[src/rtl/packet_receiver.sv]
// packet_receiver
//
// Reassembles three-flit packets (DATA, CONTROL, RESPONSE) from an upstream
// valid/ready flit stream and presents each one downstream as a single
// 24-bit word over a pkt_valid/pkt_ready handshake. Protocol violations
// raise a one-cycle err_pulse with a sticky err_code. After a violation, the
// rest of the offending packet is discarded up to its eop flit.
//
// Optional feature: define PKT_RX_STATS_EN to build the saturating
// delivered-packet and error counters. Without it, both counters read 0
// and clear_stats has no effect.
//
// Ports
//   clk, reset            clock; synchronous active-high reset
//   valid / ready         upstream flit handshake
//   dest_addr             flit destination (taken from the DATA flit)
//   packet_type           00 DATA, 01 CONTROL, 10 RESPONSE, 11 RESERVED
//   payload               flit data byte
//   eop                   last flit of the packet
//   pkt_valid / pkt_ready downstream packet handshake
//   pkt_dest, pkt_data    assembled packet {RESPONSE, CONTROL, DATA}
//   err_pulse, err_code   error strobe; cause 01 bad type, 10 bad eop
//   clear_stats           synchronous clear of both counters
//   pkt_count, err_count  delivered packets / detected errors
module packet_receiver #(
  parameter int PKT_CNT_W = 16,
  parameter int ERR_CNT_W = 8
) (
  input  logic                 clk,
  input  logic                 reset,
  input  logic                 valid,
  output logic                 ready,
  input  logic [1:0]           dest_addr,
  input  logic [1:0]           packet_type,
  input  logic [7:0]           payload,
  input  logic                 eop,
  output logic                 pkt_valid,
  input  logic                 pkt_ready,
  output logic [1:0]           pkt_dest,
  output logic [23:0]          pkt_data,
  output logic                 err_pulse,
  output logic [1:0]           err_code,
  input  logic                 clear_stats,
  output logic [PKT_CNT_W-1:0] pkt_count,
  output logic [ERR_CNT_W-1:0] err_count
);

  typedef enum logic [2:0] {
    IDLE,
    EXP_CTRL,
    EXP_RESP,
    HOLD,
    DROP
  } state_t;

  state_t     state;
  state_t     next_state;
  logic       accept;
  logic       deliver;
  logic [1:0] exp_type;
  logic       eop_bad;
  logic       err_det;
  logic [1:0] err_cause;
  logic       cap_data;
  logic       cap_ctrl;
  logic       cap_resp;

  assign accept    = valid && ready;
  assign pkt_valid = (state == HOLD);
  assign deliver   = pkt_valid && pkt_ready;

  // Next-state and flit classification. A wrong or reserved type takes
  // precedence over a misplaced eop when both apply to the same flit.
  always_comb begin
    next_state = state;
    exp_type   = 2'b00;
    eop_bad    = 1'b0;
    err_det    = 1'b0;
    err_cause  = 2'b00;
    cap_data   = 1'b0;
    cap_ctrl   = 1'b0;
    cap_resp   = 1'b0;

    case (state)
      IDLE: begin
        exp_type = 2'b00;
        eop_bad  = eop;
      end
      EXP_CTRL: begin
        exp_type = 2'b01;
        eop_bad  = eop;
      end
      EXP_RESP: begin
        exp_type = 2'b10;
        eop_bad  = !eop;
      end
      default: begin
        exp_type = 2'b00;
        eop_bad  = 1'b0;
      end
    endcase

    case (state)
      IDLE, EXP_CTRL, EXP_RESP: begin
        if (accept) begin
          if (packet_type != exp_type) begin
            err_det   = 1'b1;
            err_cause = 2'b01;
          end else if (eop_bad) begin
            err_det   = 1'b1;
            err_cause = 2'b10;
          end

          if (err_det) begin
            // An error on the eop flit ends the packet; otherwise skip the rest.
            next_state = eop ? IDLE : DROP;
          end else begin
            case (state)
              IDLE: begin
                cap_data   = 1'b1;
                next_state = EXP_CTRL;
              end
              EXP_CTRL: begin
                cap_ctrl   = 1'b1;
                next_state = EXP_RESP;
              end
              default: begin
                cap_resp   = 1'b1;
                next_state = HOLD;
              end
            endcase
          end
        end
      end
      HOLD: begin
        if (pkt_ready) next_state = IDLE;
      end
      DROP: begin
        if (accept && eop) next_state = IDLE;
      end
      default: next_state = IDLE;
    endcase
  end

  // ready is registered from next_state so it never depends combinationally
  // on valid, and so it stays low while reset is applied.
  always_ff @(posedge clk) begin
    if (reset) begin
      state     <= IDLE;
      ready     <= 1'b0;
      pkt_dest  <= 2'b00;
      pkt_data  <= 24'h000000;
      err_pulse <= 1'b0;
      err_code  <= 2'b00;
    end else begin
      state     <= next_state;
      ready     <= (next_state != HOLD);
      err_pulse <= err_det;
      if (err_det) err_code <= err_cause;
      if (cap_data) begin
        pkt_data[7:0] <= payload;
        pkt_dest      <= dest_addr;
      end
      if (cap_ctrl) pkt_data[15:8]  <= payload;
      if (cap_resp) pkt_data[23:16] <= payload;
    end
  end

`ifdef PKT_RX_STATS_EN
  logic [PKT_CNT_W-1:0] pkt_cnt_q;
  logic [ERR_CNT_W-1:0] err_cnt_q;

  // Saturating counters; clear_stats overrides a same-cycle increment.
  always_ff @(posedge clk) begin
    if (reset || clear_stats) begin
      pkt_cnt_q <= '0;
      err_cnt_q <= '0;
    end else begin
      if (deliver && (pkt_cnt_q != '1)) pkt_cnt_q <= pkt_cnt_q + 1'b1;
      if (err_det && (err_cnt_q != '1)) err_cnt_q <= err_cnt_q + 1'b1;
    end
  end

  assign pkt_count = pkt_cnt_q;
  assign err_count = err_cnt_q;
`else
  logic stats_unused;

  assign stats_unused = clear_stats ^ deliver;
  assign pkt_count    = '0;
  assign err_count    = '0;
`endif

endmodule

[config.mk]
export PLATFORM = sky130hd
export DESIGN_NAME = packet_receiver
export DESIGN_NICKNAME = d
export VERILOG_FILES = /design/src/rtl/packet_receiver.sv
export SDC_FILE = /design/constraint.sdc
export NUM_CORES = 1
export LEC_CHECK = 0
export BUFFER_PORTS_ARGS = -buffer_cell sky130_fd_sc_hd__buf_2
export CORE_MARGIN = 8
export CORE_UTILIZATION = 42
export DETAILED_ROUTE_END_ITERATION = 6
export GPL_TIMING_DRIVEN = 0
export PLACE_DENSITY_LB_ADDON = 0.12
export SLEW_MARGIN = 40
export SYNTH_ARGS = -nofsm -noshare
export SYNTH_HDL_FRONTEND = slang
export SYNTH_SLANG_ARGS = --single-unit
[constraint.sdc]
create_clock -name clk -period 1.6 [get_ports clk]
set_input_delay 0.32 -clock clk [delete_from_list [all_inputs] [get_ports clk]]
set_output_delay 0.32 -clock clk [all_outputs]
set_load 0.02 [all_outputs]
# == After elaboration in Yosys (flattened, before gate mapping) ==
# Cells that the tools add are included.
# W data, S select, Z words.
# totals
word_cells,51
reg_bits,33
output_inout_bits,55
inputBits,18
# classes
n_mux,31
n_eq_ne,6
reduce_logical,6
# ops
cell,count
$mux W1,18
$mux W3,5
$pmux W3 S3,1
$mux W2,4
$pmux W2 S2,2
$eq A3 B2 Y1 const B,2
$eq A3 B1 Y1 const B,1
$eq A3 B3 Y1 const B,1
$logic_not A3 Y1,1
$ne A3 B2 Y1 const B,1
$reduce_or A3 Y1,1
$logic_and A1 B1 Y1,2
$ne A2 B2 Y1,1
$pmux W1 S2,1
$reduce_or A2 Y1,1
$logic_not A1 Y1,1

# == Logic depth before layout (Yosys ltp) ==
# depth
depth_word,11
ltp_mapped,6
mapped_depth_nobuf,4

# == Worst setup path after synthesis ==
# No wires, ideal clock.
# synth_path
path_kind,reg-to-reg
from,reg state[1]
to,reg pkt_data[0]
setup_time_ns,0.072
path_slack_ns,-0.107
path_stages_with_launch,7
arrival_ns,1.635
n_path_buf,2
synth_period_minus_slack_ns,1.707
required_time_ns,1.528
path_cell_list,dfxtp_1 > buf_6 > or3_4 > a21boi_4 > o2111a_1 > buf_6 > mux2i_1
# synth_via
elab_chain_cells,10
word_cells_on_any_way,16
classes_between,3 x eq/ne; 10 x mux; 3 x reduce/logical
# synth_rtl
item,line_no,source
start: declaration,56,state_t state;
start signal: assignment,156,state <= next_state;
$eq A3 B1 Y1 or $logic_not A3 Y1 (tied branches),"84, 103, 118",
$reduce_or A2 Y1 (no source line),-,
$pmux W1 S2,84,case (state)
$mux W1,109,end else if (eop_bad) begin
$mux W1,106,if (packet_type != exp_type) begin
$mux W1,105,if (accept) begin
$mux W1,103,case (state)
$mux W1,114,if (err_det) begin
$mux W1,105,
$mux W1 *,103,
end signal: assignment,161,pkt_data[7:0] <= payload;
end: declaration,40,"output logic [23:0] pkt_data,"
# Every way passes the cells marked *; elsewhere a longest branch is shown, timed or not. The select of a mux whose other input is x is not followed.
# A chain may end at the register's enable or synchronous reset.

# == Worst setup path after layout ==
# layout_path
from,reg state[1]
to,reg pkt_data[10]
# layout_via
elab_chain_cells,10
word_cells_on_any_way,16
classes_between,3 x eq/ne; 10 x mux; 3 x reduce/logical
# layout_rtl
item,line_no,source
$eq A3 B1 Y1 or $logic_not A3 Y1 (tied branches),"84, 103, 118",
$reduce_or A2 Y1 (no source line),-,
$pmux W1 S2,84,
$mux W1,109,
$mux W1,106,
$mux W1,105,
$mux W1,103,
$mux W1,114,
$mux W1,105,
$mux W1 *,103,
end signal: assignment,164,if (cap_ctrl) pkt_data[15:8] <= payload;
# Marks and branches as above.

==> impl_metrics.yaml <==
status:
  status: "complete, but fails checks"
  violations: "negative setup slack"
sta:
  fin_crit_ns: 1.75
  skew_ns: 0.00358
  rsz0062_at_grt: "yes"
  fin_tns_setup_ns: -3.64
  setup_viol_count_final: 29
  max_freq_mhz: 571
  worst_slack_ns: -0.151
  finalHoldViolations: 0
  fin_crit_sh_pct: 109
  drv_slew: 0
  whs_ns: 0.289
synthesis:
  synth-compound-area-share_pct: 13.0
  synthMuxAreaShare_pct: 15.7
  post-synth-top-count-cell: "nand2_1"
  synth_edf_count: 0
  synth_cells: 179
  async_flop_share_pct: 0
  synth_top_family_by_area: "simple AND/OR/NAND/NOR gates"
  postSynthAreaPerCell_um2: 9.23
  synthSimpleGateAreaFrac_pct: 16.1
  synth_area_leaders: "dfxtp_1 40%, mux2i_1 16%, buf_4 11%, nand2_1 9.1%, o2111ai_4 1.6%"
  synth_top_area_share_pct: 40.0
  yosysTopAreaCell: "dfxtp_1"
  synthFlopType: "dfxtp_1"
  ys_seq_area_share_pct: 40.0
  yosys_warnings: 0
  netlist-cell-type-count: 38
  syn_area_um2: 1650
  ys_top_cells_by_count: "40 x nand2_1, 33 x dfxtp_1, 26 x mux2i_1"
  synth_adder_area_share_pct: 0
  synth-seq-cells: 33
  synth_xor_xnor_area_share_pct: 0
routing:
  wire_per_inst_um: 13.9
  vias: 1437
  finalWirelength_um: 4390
  drc_errors: 0
  via_per_inst: 4.56
  first_pass_iters: 4
  ant_nets: 0
  wl_met3_um: 351
  met1_length_um: 1840
  drt_iter0_drc: 122
  wl_met2_um: 2120
  top_layer: "met4"
global_routing:
  grt_pass1_wl_um: 7180
  grt_usage_pct: 14.6
  grt-ovfl-total: 0
  grt_antenna_before_repair: 0
  grt_pass1_vias: 1426
  grt_max_degree: 11
hold_path:
  hp-class: "in -> reg"
final_layout:
  antenna_cells: 0
  nets: 282
  nFillCells: 391
  drive_above_1_share_pct: 40.0
  syn2layout_area_growth_pct: 37.0
clocking:
  cts_sinks: 33
  clock_latency_ns: 0.28
  cts_root_buf: "clkbuf_8"
  cts_tree: "built"
  cts-buffers-inserted: 5
  cts.clk_slew.worst_paths_ns: 0.07
  cts_buffer_depth: 2
  htreeDepth: 2
pwr:
  p_switching_w: 0.000456
  ir_drop_v: 0.000635
  pwr-share-seq_pct: 47.6
  power_density_nw_per_um2: 782
  pwr-share-clk_pct: 39.1
  sw_frac_of_total_pct: 25.8
  intPower_w: 0.00131
  p_comb_share_pct: 13.3
  p_leak_nw: 1.16
worst_setup_path:
  end_kind: "flop"
  reg2reg_slack_ns: -0.15
  cp_max_fo: 8
  startpoint_type: "flop"
  worst_path_max_delay_cell: "or4bb_4"
  critPathKind: "reg -> reg"
  cp.required_ns: 1.76
  crit_chain: "or4bb_4, o22ai_4, buf_6, o2111ai_4, mux2i_1"
  critPathMaxStageDelay_ns: 0.57
  arrival_ns: 1.91
place:
  portBuffers: 47
  hpwlAfterDp_um: 3070
  place_congestion: 0.750
floorplanning:
  io_pins: 73
  start_util_pct: 42.5
  die-area_um2: 6200
  die_y_um: 78.7
  die_w_um: 78.7
  core-area_um2: 3880
  num_rows: 23
job:
  drv_cap: 0
path summary, 6_finish.rpt:
path / from / to / cells after the start
setup / recovery: state[1] / pkt_data[10] / 5
hold / removal: dest_addr[0] / pkt_dest[0] / 3
setup reg to reg: state[1] / pkt_data[10] / 5
hold reg to reg: err_code[0] / err_code[0] / 2
critical path, delay by kind of cell, from the launching register on:
family	cells	cell delay (ns)
multiplexers	1	0.19
AO/OA/AOI/OAI	2	0.39
flip-flops	1	0.33
buffers and inverters	1	0.14
AND/OR/NAND/NOR	1	0.57
what timing repair did:
item,in CTS,in global routing
endpoints found under the hold margin,0,0
cloned,2,0
setup buffers,6,2
hold buffers,0,0
pin swaps,7,8
setup endpoints to repair,31,32
resized for setup,8,9
placed cells by master (no fill, tap or decap), drive strengths merged, types with 4 or more instances in the layout:
cell / n
dfxtp: 33
nand2: 40
mux2i: 26
buf: 84
nor2: 4
a21oi: 5
clkbuf: 12
conb: 24
flip-flops by register name, indices dropped and copies added, names as in the netlist:
| register | cells |
|---|---|
| pkt_data | 24 |
| err_code | 2 |
| pkt_dest | 2 |
| ready | 1 |
| err_pulse | 1 |
| state | 3 |
layer usage:
metal	vias up	GRT usage, %
met5	-	0
met4	0	6.67
met3	7	6.88
met2	52	23.7
met1	642	15.9
li1	736	-
power by group through the flow:
stage	clock network, W	registers [W]	logic, W
after floorplan	0	0.000866	0.000164
after global placement	0	0.000856	0.000227
after detailed placement	0	0.000856	0.000227
after CTS	0.000721	0.000841	0.000228
after global routing	0.000753	0.000844	0.000256
final	0.000692	0.000842	0.000236
metrics by stage:
step                total power, W  setup slack (ns)  util, %  cells  area, µm²
finish                     0.00177            -0.151     58.3    315       2260
global route               0.00185            -0.219     58.3    315       2260
CTS                        0.00179            -0.203     57.0    313       2220
detailed placement         0.00108            -0.335     52.6    299       2040
global placement           0.00108            -0.306     52.6    299       2040
floorplan                  0.00103           -0.0692        -    202       1750
area by class of cell:
class / instances / area, µm² / area share (%)
Tap cell: 50 / 62.6 / 2.76
Buffer: 32 / 236 / 10.4
Clock inverter: 1 / 5.00 / 0.221
Sequential cell: 33 / 664 / 29.3
Inverter: 3 / 11.3 / 0.497
Multi-Input combinational cell: 132 / 865 / 38.2
Timing Repair Buffer: 57 / 324 / 14.3
Clock buffer: 7 / 96.3 / 4.25
logic make-up (layout without fill, tap and decap cells):
logic type      after synthesis  count (layout)
simple gates                 58              58
mux                          26              26
flops                        33              33
compound gates               24              24
buf+inv                      37             100
other cells                   1              24
No activity file was read; power rests on OpenSTA's default activity.
